## src/rtl/note_sequencer.sv

```systemverilog
// Steps through a loadable (period, duration) pattern, driving the tone divider's
// count_to and a note gate, with a one-tick articulation gap between steps.
//
// state | meaning
// IDLE  | waiting for start; pattern writes accepted
// LOAD  | fetch entry[step_idx]; a zero duration marks end of pattern
// PLAY  | note sounds for dur ticks
// GAP   | one tick of silence before the next step
module note_sequencer #(
  parameter int STEPS    = 16,
  parameter int TICK_DIV = 50000,
  parameter int DUR_W    = 4
) (
  input  logic                     clk,
  input  logic                     rst,
  input  logic                     start,
  input  logic                     stop,
  input  logic                     loop,
  input  logic                     wr_en,
  input  logic [$clog2(STEPS)-1:0] wr_addr,
  input  logic [7:0]               wr_note,
  input  logic [DUR_W-1:0]         wr_dur,
  output logic [7:0]               count_to,
  output logic                     gate,
  output logic                     busy,
  output logic [$clog2(STEPS)-1:0] step_idx,
  output logic                     done
);
  localparam int IW = $clog2(STEPS);
  localparam int TW = $clog2(TICK_DIV);
  localparam int EW = 8 + DUR_W;

  typedef enum logic [1:0] {IDLE, LOAD, PLAY, GAP} state_t;

  state_t            state_q, state_d;
  logic [7:0]        count_to_q, count_to_d;
  logic              gate_q, gate_d;
  logic              busy_q, busy_d;
  logic              done_q, done_d;
  logic [IW-1:0]     step_q, step_d;
  logic [TW-1:0]     tick_q, tick_d;
  logic [DUR_W-1:0]  dur_q, dur_d;
  logic [EW-1:0]     mem_q [STEPS];
  logic              mem_we;
  logic [7:0]        rd_note;
  logic [DUR_W-1:0]  rd_dur;
  logic              last_tick;

  assign rd_note   = mem_q[step_q][EW-1:DUR_W];
  assign rd_dur    = mem_q[step_q][DUR_W-1:0];
  assign last_tick = (tick_q == TW'(TICK_DIV - 1));

  always_comb begin
    state_d    = state_q;
    count_to_d = count_to_q;
    gate_d     = gate_q;
    done_d     = 1'b0;
    step_d     = step_q;
    tick_d     = tick_q;
    dur_d      = dur_q;
    mem_we     = 1'b0;

    case (state_q)
      IDLE: begin
        mem_we = wr_en;
        if (start) begin
          state_d = LOAD;
          step_d  = '0;
        end
      end
      LOAD: begin
        if (rd_dur == '0) begin
          // a marker at entry 0 ends playback even with loop set, so it cannot spin
          if (loop && step_q != '0) begin
            step_d = '0;
          end else begin
            state_d    = IDLE;
            done_d     = 1'b1;
            step_d     = '0;
            count_to_d = 8'h00;
            gate_d     = 1'b0;
          end
        end else begin
          state_d    = PLAY;
          count_to_d = rd_note;
          gate_d     = (rd_note != 8'h00);
          dur_d      = rd_dur;
          tick_d     = '0;
        end
      end
      PLAY: begin
        tick_d = last_tick ? '0 : tick_q + TW'(1);
        if (last_tick) begin
          dur_d = dur_q - DUR_W'(1);
          if (dur_q == DUR_W'(1)) begin
            state_d = GAP;
            gate_d  = 1'b0;
          end
        end
      end
      GAP: begin
        tick_d = last_tick ? '0 : tick_q + TW'(1);
        if (last_tick) begin
          if (step_q == IW'(STEPS - 1)) begin
            // running off the last entry behaves like reading a marker
            step_d = '0;
            if (loop) begin
              state_d = LOAD;
            end else begin
              state_d    = IDLE;
              done_d     = 1'b1;
              count_to_d = 8'h00;
            end
          end else begin
            step_d  = step_q + IW'(1);
            state_d = LOAD;
          end
        end
      end
      default: state_d = IDLE;
    endcase

    if (stop) begin
      state_d    = IDLE;
      count_to_d = 8'h00;
      gate_d     = 1'b0;
      done_d     = 1'b0;
      step_d     = '0;
      tick_d     = '0;
      dur_d      = '0;
    end

    busy_d = (state_d != IDLE);
  end

  always_ff @(posedge clk or posedge rst) begin
    if (rst) begin
      state_q    <= IDLE;
      count_to_q <= 8'h00;
      gate_q     <= 1'b0;
      busy_q     <= 1'b0;
      done_q     <= 1'b0;
      step_q     <= '0;
      tick_q     <= '0;
      dur_q      <= '0;
    end else begin
      state_q    <= state_d;
      count_to_q <= count_to_d;
      gate_q     <= gate_d;
      busy_q     <= busy_d;
      done_q     <= done_d;
      step_q     <= step_d;
      tick_q     <= tick_d;
      dur_q      <= dur_d;
    end
  end

  // pattern storage survives reset
  always_ff @(posedge clk) begin
    if (mem_we) mem_q[wr_addr] <= {wr_note, wr_dur};
  end

  assign count_to = count_to_q;
  assign gate     = gate_q;
  assign busy     = busy_q;
  assign done     = done_q;
  assign step_idx = step_q;

endmodule

```

## config.mk

```make
export PLATFORM = sky130hd
export DESIGN_NAME = note_sequencer
export DESIGN_NICKNAME = d
export VERILOG_FILES = /design/src/rtl/note_sequencer.sv
export SDC_FILE = /design/constraint.sdc
export NUM_CORES = 1
export LEC_CHECK = 0
export CAP_MARGIN = 0
export CORE_MARGIN = 8
export CORE_UTILIZATION = 37
export CTS_CLUSTER_DIAMETER = 40
export DETAILED_ROUTE_END_ITERATION = 10
export PLACE_DENSITY = 0.56
export SYNTH_ARGS = -nofsm -noshare
export SYNTH_HDL_FRONTEND = slang
export SYNTH_SLANG_ARGS = --single-unit
export TNS_END_PERCENT = 30
```

## constraint.sdc

```tcl
create_clock -name clk -period 3.5 [get_ports clk]
set_input_delay 0.525 -clock clk [delete_from_list [all_inputs] [get_ports clk]]
set_output_delay 0.525 -clock clk [all_outputs]
set_load 0.01 [all_outputs]
```

# Yosys cells after proc, flatten, opt, wreduce, memory -nomap -nowiden
# Memories as Yosys holds them, arrays and structs flattened.
# Index checks and enable logic that the tools add are counted.
[word_totals]
regBits = 37
input_bits = 22
ramBits = 192
elab_cells = 90
mem_count = 1
output_inout_bits = 15
[mem_list]
columns = ["memory", "depth", "width", "rd", "rd_clocked_by_memory_dff", "write_ports", "line_no", "rtl"]
rows = [
  ["mem_q", 16, 12, 1, 0, 1, "43", "logic [EW-1:0] mem_q [STEPS];"],
]
[op_classes]
n_reduce_logical = 16
muxes = 47
n_eq_ne = 15
add_sub_neg = 3
[ops]
columns = ["operator", "n"]
rows = [
  ["two-way mux 16 bit", 3],
  ["two-way mux 8 bit", 6],
  ["two-way mux 4 bit", 8],
  ["case mux 16 bit (2 select lines)", 1],
  ["inequality test 3 bit (second input constant)", 8],
  ["adder 16 x 1 -> 16 bit (second input constant)", 1],
  ["== test 16 bit (second input constant)", 1],
  ["two-way mux 2 bit", 8],
  ["case mux 8 bit (2 select lines)", 1],
  ["two-way mux 1 bit", 15],
  ["case mux 4 bit (3 select lines)", 1],
  ["nonzero test 3 bit", 3],
  ["case mux 2 bit (4 select lines)", 1],
  ["case mux 4 bit (2 select lines)", 1],
  ["AND reduction 4 bit", 2],
  ["nonzero test 4 bit", 2],
  ["nonzero test 8 bit", 1],
  ["AND reduction 5 bit", 1],
  ["adder 4 x 1 -> 4 bit (second input constant)", 1],
  ["== test 2 bit (second input constant)", 2],
  ["== test 4 x 1 -> 1 bit (second input constant)", 1],
  ["== test 4 bit (second input constant)", 1],
  ["logical NOT 4 bit", 1],
  ["inequality test 4 bit (second input constant)", 1],
  ["9 further kinds", 10],
]

# Longest topological paths before layout
[depth]
depth_word = 7
ltp_mapped = 11

# Least setup slack after synthesis
# OpenSTA, ideal clock, no wires.
[synth_timing]
kind = "reg2reg"
start = "register step_q[2] (netlist: step_idx[2])"
end = "register tick_q[6]"
synth_period_minus_slack_ps = 2979
path_stages_with_launch = 12
n_path_buf = 4
t_arrival_ps = 2869
slack_ps = 521
cell_sequence = "dfrtp_1 -> buf_2 -> buf_1 -> mux4_2 -> nand3_1 -> o221ai_1 -> or4_1 -> buf_2 -> a211oi_4 -> buf_6 -> o21ai_2 -> o41ai_1"
[synth_via]
elab_chain_len = 4
[synth_lines]
columns = ["item", "line_no", "rtl"]
rows = [
  ["start, declared", "40", "logic [IW-1:0] step_q, step_d;"],
  ["start signal, assigned", "152", "step_q <= step_d;"],
  ["memory read (16 x 12 bit)", "-", ""],
  ["logical NOT 4 bit", "72", "if (rd_dur == '0) begin"],
  ["inequality test 3 bit (no source line)", "-", ""],
  ["AND reduction 2 bit (no source line)", "-", ""],
  ["end signal, assigned", "153", "tick_q <= tick_d;"],
  ["end, declared", "41", "logic [TW-1:0] tick_q, tick_d;"],
]
# No other way between the ends.
# A chain may end at the register's enable or synchronous reset.

# Worst setup path in the final report
[layout_timing]
start = "register step_q[1] (netlist: step_idx[1])"
end = "register tick_q[2]"
# The elaborated chain is that of the path after synthesis.

==> run_results.csv <==
group,metric,value,unit
finish,final_cell_mix,"192 x edfxtp_1, 46 x nor2_1, 43 x mux4_2",
worst_setup_path,crit_path_top_delay_cell,"dfrtp_2",
floorplanning,rows,58,
worst_setup_path,cp.arrival,3.62,ns
timing,fin_setup_tns,0,ns
worst_setup_path,endpoint_kind,"flop",
synth,ys_ff_latch,229,
clock_network,insertion_delay,0.49,ns
synth,ys.flop_type,"edfxtp_1",
worst_setup_path,rr_worst_depth,9,
pwr,power_density,553,mW/mm^2
global_route,grt_usage,0.137,
synth,synth-compound-area-share,0.0648,
placed_design,portBuffers,36,
timing,finalCritPeriodShare,0.923,
clock_network,cts.sinks,229,
finish,drive_above_1_share,0.214,
worst_setup_path,cp_max_fo,16,
drt,viasPerCell,5.29,
finish,num_antenna_cells,0,
worst_setup_path,critPathBufInv,3,
timing,clock_skew,0.0128,ns
finish,final_area,0.0114,mm^2
timing,setup_viol,0,
floorplanning,core-area,0.0252,mm^2
synth,yosys.area_share.xor_xnor,0.00277,
synth,synthCells,564,
run,cap_violations,0,
timing,holdWs,0.501,ns
timing,rsz0062_at_grt,"false",
placed_design,placed_area,0.0104,mm^2
floorplanning,fp.dieW,176,um
timing,relSlewSlack,0.458,
clock_network,ctsResizeCount,0,
synth,synth.area.mux_share,0.126,
clock_network,ctsLongestPathBuffers,3,
pwr,peakVddDrop,261,uV
clock_network,cts.clk_slew.worst_paths,0.05,ns
synth,synth-edff-count,192,
worst_setup_path,crit_chain,"buf_4 -> mux4_2 -> inv_1 -> o221ai_1 -> or4_1 -> a211oi_4 -> buf_4 -> o21ai_0 -> o21ai_0",
clock_network,ctsHoldBuffers,0,
finish,nNetsFinal,664,
synth,synth_top_family_by_area,"multiplexers",
synth,avgSynthCellArea,16.8,um^2
min_path,min_path_type,"input port to asynchronous set/reset pin",
clock_network,cts_tree,"yes",
run_status,outcome,"complete, no violations",
floorplanning,ios,37,
floorplanning,start_util,0.377,
worst_setup_path,start_kind,"flop",
global_route,antenna_found_initial,1,
placed_design,dp.cells,931,
finish,area_growth,20.4,%
global_route,grt_max_degree,37,
floorplanning,die_h,176,um
synth,yosysWarningCount,0,
global_route,grt_pass1_wl,32700,um
drt,via_count,5240,
synth,synth_cell_types,48,
worst_setup_path,crit_cells,9,
clock_network,root_buffer,"clkbuf_16",
clock_network,numCtsBuffers,34,
global_route,grt-ovfl-total,0,
pwr,leakage,0.00379,uW
synth,yosysSeqAreaShare,0.705,
finish,final_core_util,0.454,
timing,min_period,3.23,ns
worst_setup_path,r2r_start,"step_idx[1]",
finish,final_common_cell,"edfxtp_1",
finish,fillers,2132,
worst_setup_path,r2r_end,"tick_q[2]",
placed_design,gp_congestion,0.770,
drt,wl_per_cell,21.2,um
worst_setup_path,cpPeakStageDelay,0.63,ns
timing,fmax,309,MHz
worst_setup_path,r2r_slack,0.27,ns
global_route,first_global_vias,5469,
synth,synthSimpleGateAreaFrac,0.0757,
drt,antenna_left,0,
drt,drt_iter0_drc,442,
synth,synth_fp_nets,591,
finish,final_cell_count_no_fill,990,
timing,worst_pin_slew,0.811,ns
worst_setup_path,required,3.89,ns
synth,synth_area,0.00949,mm^2
synth,async_reset_ff_frac,0.162,
worst_setup_path,crit_family,"compound AO/OA/AOI/OAI gates",
clock_network,htree_levels,2,
placed_design,dpl.hpwl,13200,um
timing,drv_slew,0,
synth,synth_fa_ha_area_frac,0.00659,
drt,drc,0,
drt,wirelength,21000,um
timing,hold_viol,0,
worst_setup_path,criticalPathCategory,"flop to flop",
floorplanning,die_area,0.0310,mm^2
drt,drt-pass1-iter-count,4,
clock_network,post-cts-setup-buffers,0,
## synth_stat cells (4+ instances only)
| cell | instances | area share |
|---|---|---|
| a211oi_1 | 6 | 0.0047 |
| a21oi_1 | 12 | 0.0063 |
| a221o_1 | 4 | 0.0042 |
| a22oi_1 | 8 | 0.0063 |
| a31oi_1 | 4 | 0.0026 |
| and3_1 | 8 | 0.0053 |
| buf_2 | 7 | 0.0037 |
| clkbuf_1 | 14 | 0.0055 |
| dfrtp_1 | 37 | 0.098 |
| edfxtp_1 | 192 | 0.61 |
| ha_1 | 5 | 0.0066 |
| inv_1 | 10 | 0.0040 |
| mux2i_1 | 10 | 0.011 |
| mux4_1 | 5 | 0.014 |
| mux4_2 | 43 | 0.10 |
| nand2_1 | 30 | 0.012 |
| nand2b_1 | 8 | 0.0053 |
| nand3_1 | 12 | 0.0063 |
| nor2_1 | 46 | 0.018 |
| nor2b_1 | 8 | 0.0053 |
| nor3_1 | 11 | 0.0058 |
| nor4_1 | 4 | 0.0026 |
| o21ai_0 | 21 | 0.011 |
| o21ai_2 | 14 | 0.013 |
| o221ai_1 | 4 | 0.0037 |
## registers in the layout, summed over array words and instances (netlist names)
name,flops
busy,1
count_to,8
done,1
dur_q,4
gate,1
mem_q,192
state_q,2
step_idx,4
tick_q,16
## worst max path at each step
stage	slack (ns)	from	endpoint
floorplan	0.52	step_idx[2]	tick_q[6]
global placement	0.33	step_idx[1]	tick_q[3]
detailed placement	0.25	step_idx[1]	tick_q[3]
CTS	0.25	step_idx[1]	tick_q[2]
global route	0.04	step_idx[1]	tick_q[2]
finish	0.27	step_idx[1]	tick_q[2]
## cell families after synthesis
logic type,after synthesis
AOI/OAI and AO/OA,86
xor gates and xnor gates,3
adders and majority gates,5
buffers and inverters,37
DFF,229
muxes,58
and+or+nand+nor,146
## layout make-up
cell class / count / area [um^2] / area share
inverter: 10 / 37.5 / 0.00329
timing repair buffer: 64 / 583 / 0.0510
multi-input combinational: 298 / 2640 / 0.231
clock inverter: 15 / 93.8 / 0.00821
tap: 330 / 413 / 0.0361
sequential: 229 / 6700 / 0.586
clock buffer: 44 / 962 / 0.0842
## power by group
part	total [uW]	leakage, uW	switching, uW	internal, uW
Combinational	200	0.00104	125	74.4
Clock	3100	0.000505	1160	1940
Sequential	3020	0.00224	19.2	3000
## through the flow
step                total power, uW  worst slack, ns
global route                   6540           0.0379
CTS                            6400            0.247
detailed placement             3270            0.249
floorplan                      3160            0.521
global placement               3260            0.326
finish                         6320            0.268
## metal layers
layer  GRT usage  share of wire
met5           0        0.00062
met4      0.0389          0.020
met3      0.0367          0.054
met2       0.223           0.49
met1       0.179           0.44
No activity file was read; power rests on OpenSTA's default activity.
==> RTL change 1: new RTL, config.mk and constraints unchanged <==
Change the parameter `STEPS` from 16 to 32.
--- a/src/rtl/note_sequencer.sv
+++ b/src/rtl/note_sequencer.sv
@@ -8,5 +8,5 @@
 // GAP   | one tick of silence before the next step
 module note_sequencer #(
-  parameter int STEPS    = 16,
+  parameter int STEPS    = 32,
   parameter int TICK_DIV = 50000,
   parameter int DUR_W    = 4
Interface: changed (resized step_idx and wr_addr); port bits go from 37 to 39. The function was not compared with the original's and may differ.
==> RTL change 1 against the original RTL <==
- power grew 92%
- sequential cell count rose by 193
- non-clock buffer count rose by 59
- wire length rose by 110%
- final area is 79% higher
- setup slack better by 0.028 ns
- highest routed layer is now met4
- critical endpoint is now tick_q[6]
- area after synthesis rose by 81%
==> RTL change 1: results (changes against the original RTL) <==
Parameter                              Value

Logic synthesis
  Most frequent cells after synthesis    sky130_fd_sc_hd__edfxtp_1 (384), sky130_fd_sc_hd__nor2_1 (70), sky130_fd_sc_hd__mux2i_1 (69) (was sky130_fd_sc_hd__edfxtp_1 (192), sky130_fd_sc_hd__nor2_1 (46), sky130_fd_sc_hd__mux4_2 (43))
  Share of the synthesized area in compound gates (AO/OA/AOI/OAI)    6.297% (was 6.476%)
  Mapped Nets    992 (was 591)
  Leading post-synthesis cells by cell area    sky130_fd_sc_hd__edfxtp_1 (67%), sky130_fd_sc_hd__mux4_2 (7.9%), sky130_fd_sc_hd__dfrtp_1 (5.5%) (was sky130_fd_sc_hd__edfxtp_1 (61%), sky130_fd_sc_hd__mux4_2 (10%), sky130_fd_sc_hd__dfrtp_1 (9.8%))
  Proportion of synthesized flip-flops having asynchronous set or reset    9.005% (was 16.16%)
  Gate Count Post-Synth    963 (was 564)
  Number of synthesized flops with an enable pin    384 (was 192)
  Share of the yosys chip area belonging to registers    72.71% (was 70.54%)
  XOR/XNOR share of the synthesized area    0.1531% (was 0.2770%)
  Mux contribution to synthesized area    13.23% (was 12.65%)
  Unique cell type count in the Yosys netlist    73 (was 48)

Power and ir drop
  Total leakage power    0.006584 uW (was 0.003787 uW)
  Worst IR Drop VDD    0.4477 mV (was 0.2605 mV)
  Net switching share of the total power    22.57% (was 20.69%)

Place
  Final GP Congestion    0.8565 (was 0.7703)
  HPWL after detailed placement    27.43 mm (was 13.24 mm)
  Placed cell count    1649 (was 931)
  Number of port buffers    38 (was 36)
  Setup WS pre-CTS    0.2650 ns (was 0.2491 ns)

Critical path
  Worst Reg2Reg Path Length in Cells    10 (was 9)
  Origin of the critical flop-to-flop path    step_idx[0] (was step_idx[1])
  Data arrival time at the worst-slack endpoint    3.71 ns (was 3.62 ns)
  Critical-path cell with the highest stage delay    sky130_fd_sc_hd__dfrtp_4 (was sky130_fd_sc_hd__dfrtp_2)
  Maximum net fanout on the critical path    22 (was 16)
  End point of the critical path    tick_q[6] (was tick_q[2])

Run status
  Outcome    finished clean (unchanged)

Routing
  Number of vias after detailed routing    9500 (was 5240)
  DRT iter0 DRCs    1048 (was 442)
  Detail-routed via count per cell    5.460 (was 5.293)
  Drt first pass iters    7 (was 4)

Global routing
  Maximum number of pins on one net before global-route repair    55 (was 37)
  First-pass GRT wire length    63.98 mm (was 32.73 mm)
  Total global routing track utilization    16.08% (was 13.73%)
  Vias in the first global route    9699 (was 5469)

Timing
  Worst clock skew    0.02592 ns (was 0.01279 ns)
  Min Hold Slack    0.3621 ns (was 0.5009 ns)
  Worst path setup slack after routing    0.2957 ns (was 0.2682 ns)
  Headroom to the max-slew limit    21.54% (was 45.84%)

Final layout
  Max reg flops    384 (was 192)
  Final-stage net count    1126 (was 664)
  Fraction of final layout cells sized beyond drive strength 1    23.30% (was 21.36%)

Clocking
  TritonCTS buffer count    53 (was 34)
  CTS clk-pin slew, worst paths    0.06 ns
  Source-to-sink clock delay at the later pin of the worst-skew pair    0.58 ns (was 0.49 ns)
  Root Buffer    sky130_fd_sc_hd__clkbuf_16 (unchanged)
RTL change 1: cell count changes after synthesis, sizes merged, moves of 13 or more:
cell / before / now
edfxtp: 192 / 384
mux2i: 10 / 70
nor2: 46 / 70
o21ai: 35 / 13
o22ai: 0 / 20
buf: 13 / 32
mux2: 0 / 16
a21oi: 12 / 26
mux4: 48 / 61
RTL change 1: area by class of cell:
cell class	instances	area [um^2]	area share (%)
Inverter	14	52.55	0.2566
Clock buffer	64	1410	6.887
Tap cell	607	759.5	3.709
Multi-Input combinational cell	483	4364	21.31
Sequential cell	422	12490	61.00
Clock inverter	27	342.8	1.674
Timing Repair Buffer	123	1056	5.157
RTL change 1: power groups by stage:
stage	Combinational, uW	Clock, uW	Sequential [uW]
global route	1120	5700	5660
CTS	1050	5510	5650
detailed placement	1050	0	5750
global placement	1040	0	5750
finish	1040	5410	5650
floorplan	693	0	5710
RTL change 1: cell families (layout without fill, tap and decap cells):
kind of cell | count (synthesis) | after routing
buffers and inverters | 58 | 228
AO/OA/AOI/OAI | 140 | 140
flip-flops | 422 | 422
XOR/XNOR | 3 | 3
adder cells (fa/ha/maj) | 6 | 6
multiplexers | 147 | 147
AND/OR/NAND/NOR | 187 | 187
RTL change 1: routing by layer:
metal,part of all wire [%],global-route usage (%),vias up
met5,0,0,-
met1,43,21.41,4911
met4,3.0,5.801,0
li1,-,-,4182
met3,6.7,3.277,82
met2,47,25.94,325
RTL change 1: stage by stage:
| stage | util (%) | cell area, um^2 | total power (uW) |
|---|---|---|---|
| 2_1_floorplan | - | 17170 | 6404 |
| 3_3_place_gp | 40.56 | 18720 | 6796 |
| 3_5_place_dp | 40.56 | 18720 | 6802 |
| 4_1_cts | 44.36 | 20470 | 12220 |
| 5_1_grt | 44.36 | 20480 | 12480 |
| 6_report | 44.36 | 20480 | 12110 |
==> RTL change 2: new RTL, config.mk and constraints unchanged <==
Made on the original files. Register the output `count_to` once more; this adds one clock of latency there. The other outputs are not delayed to match.
--- a/src/rtl/note_sequencer.sv
+++ b/src/rtl/note_sequencer.sv
@@ -161,5 +161,7 @@
   end
 
-  assign count_to = count_to_q;
+  always_ff @(posedge clk) begin
+    count_to <= count_to_q;
+  end
   assign gate     = gate_q;
   assign busy     = busy_q;
Check against the original RTL: not equivalent (a bounded check fails within 4 cycles, from zero or initial values and one cycle with rst high).
==> RTL change 2 against the original RTL <==
- final area up 3.3%
- wire length increased by 0.78%
- setup slack better by 0.18 ns
- die area grew 2.5%
- final cell count up 2.6%
- critical path depth down 3
- area after synthesis grew 2.7%
- sequential cell count increased by 8
- maximum frequency increased by 6.0%
- combinational power is 48% higher
- power up 8.1%
- critical path type unchanged
- critical endpoint is now dur_q[2]
- largest power group unchanged
- highest routed layer is now met4
==> RTL change 2: results (changes against the original RTL) <==
Parameter                              Value

Run status
  Outcome    finished clean (unchanged)

Critical path
  Origin of the critical flop-to-flop path    step_idx[0] (was step_idx[1])
  Reg2reg setup slack    0.45 ns (was 0.27 ns)
  Worst Reg2Reg Path Length in Cells    6 (was 9)
  Data arrival time at the worst-slack endpoint    3.43 ns (was 3.62 ns)
  Maximum net fanout on the critical path    31 (was 16)
  Critical-path cell with the highest stage delay    sky130_fd_sc_hd__dfrtp_4 (was sky130_fd_sc_hd__dfrtp_2)
  Worst R2R End    dur_q[2] (was tick_q[2])

Logic synthesis
  XOR/XNOR share of the synthesized area    0.1797% (was 0.2770%)
  Most frequent cells after synthesis    sky130_fd_sc_hd__edfxtp_1 (192), sky130_fd_sc_hd__mux4_2 (38), sky130_fd_sc_hd__dfrtp_1 (37) (was sky130_fd_sc_hd__edfxtp_1 (192), sky130_fd_sc_hd__nor2_1 (46), sky130_fd_sc_hd__mux4_2 (43))
  Share of the yosys chip area belonging to registers    70.30% (was 70.54%)
  Unique cell type count in the Yosys netlist    67 (was 48)
  Area share of fa/ha/maj cells after synthesis    0.6418% (was 0.6595%)
  Mean instance size in the synthesized netlist    16.89 um^2 (was 16.82 um^2)
  Proportion of synthesized flip-flops having asynchronous set or reset    15.61% (was 16.16%)
  Share of the synthesized area in compound gates (AO/OA/AOI/OAI)    7.599% (was 6.476%)
  Mapped Nets    604 (was 591)
  Mux contribution to synthesized area    12.53% (was 12.65%)

Place
  HPWL after detailed placement    13.91 mm (was 13.24 mm)
  Setup WS pre-CTS    0.4416 ns (was 0.2491 ns)
  Placed cell count    950 (was 931)
  Final GP Congestion    0.8120 (was 0.7703)

Timing
  Headroom to the max-slew limit    35.27% (was 45.84%)
  Worst clock skew    0.02533 ns (was 0.01279 ns)

Global routing
  First-pass GRT wire length    33.29 mm (was 32.73 mm)
  Vias in the first global route    5794 (was 5469)
  Total global routing track utilization    13.52% (was 13.73%)
  Maximum number of pins on one net before global-route repair    32 (was 37)

Final layout
  Fraction of final layout cells sized beyond drive strength 1    21.29% (was 21.36%)
  Final Instance Count excl. Fillers    1016 (was 990)
  Final-stage net count    680 (was 664)
  Count of filler cells inserted in the layout    2246 (was 2132)

Power and ir drop
  Internal Pwr Total    5307 uW (was 5013 uW)
  Total leakage power    0.003940 uW (was 0.003787 uW)
  Worst IR Drop VDD    0.5131 mV (was 0.2605 mV)

Routing
  Number of vias after detailed routing    5548 (was 5240)
  DRT iter0 DRCs    550 (was 442)
  Total length of routed wires    21.12 mm (was 20.96 mm)
  Drt first pass iters    5 (was 4)

Clocking
  TritonCTS buffer count    36 (was 34)
  Source-to-sink clock delay at the later pin of the worst-skew pair    0.51 ns (was 0.49 ns)

Hold path
  Cells on Worst Hold Path    0
[RTL change 2: cell count changes in the layout (fill, tap and decap cells not counted), moves of 6 or more]
cell | unedited run | this run
sky130_fd_sc_hd__dfxtp_1 | 0 | 8
sky130_fd_sc_hd__a221oi_1 | 0 | 14
sky130_fd_sc_hd__mux2i_1 | 10 | 26
sky130_fd_sc_hd__o21ai_2 | 14 | 1
sky130_fd_sc_hd__nor2b_1 | 8 | 2
sky130_fd_sc_hd__a211oi_1 | 6 | 0
sky130_fd_sc_hd__nor2_1 | 46 | 36
sky130_fd_sc_hd__a22o_1 | 3 | 12
sky130_fd_sc_hd__o21ai_0 | 21 | 12
sky130_fd_sc_hd__a22oi_1 | 8 | 2
sky130_fd_sc_hd__or3_1 | 3 | 10
[RTL change 2: per-stage QoR]
step                      hold slack (ns)  area (um^2)  power [uW]
final                              0.3683        11800        6834
after global routing               0.3859        11800        7050
after CTS                          0.3742        11800        6905
after detailed placement           0.3560        10630        3499
after global placement             0.3620        10630        3483
after floorplan                    0.3470         9747        3349
[RTL change 2: power by group through the flow]
stage,Sequential (uW),Clock [uW],Combinational [uW]
5_1_grt,3150,3570,325
3_5_place_dp,3200,0,295
3_3_place_gp,3200,0,282
6_report,3150,3390,295
2_1_floorplan,3190,0,154
4_1_cts,3150,3460,297
[RTL change 2: final cells by class]
class | count | share of cell area, %
clock buffer | 40 | 8.122
tap | 335 | 3.552
sequential | 237 | 58.11
clock inverter | 26 | 1.834
timing repair buffer | 61 | 4.750
inverter | 13 | 0.4135
multi-input combinational | 304 | 23.22
[RTL change 2: layer usage]
metal	wire length, um	track usage (%)	part of all wire, %
met1	9356	18.05	44
met2	10040	21.61	48
met3	1222	2.900	5.8
met4	504	4.685	2.4
met5	0	0	0
[RTL change 2: logic make-up (layout without fill, tap and decap cells)]
kind of cell               count (synthesis)  after routing
AOI/OAI and AO/OA                         95             95
xor gates and xnor gates                   2              2
muxes                                     68             68
buffers and inverters                     36            140
and+or+nand+nor                          134            134
adders and majority gates                  5              5
DFF                                      237            237
[RTL change 2: worst max-delay path by stage]
stage                            from  cells after the start             to  slack [ns]
after detailed placement  step_idx[0]                      6      tick_q[3]        0.44
after global routing      step_idx[0]                      6  count_to_q[7]        0.24
final                     step_idx[0]                      6       dur_q[2]        0.45
after floorplan           step_idx[0]                     10           gate        1.00
after global placement    step_idx[0]                      6      tick_q[3]        0.51
after CTS                 step_idx[0]                      6       dur_q[2]        0.42
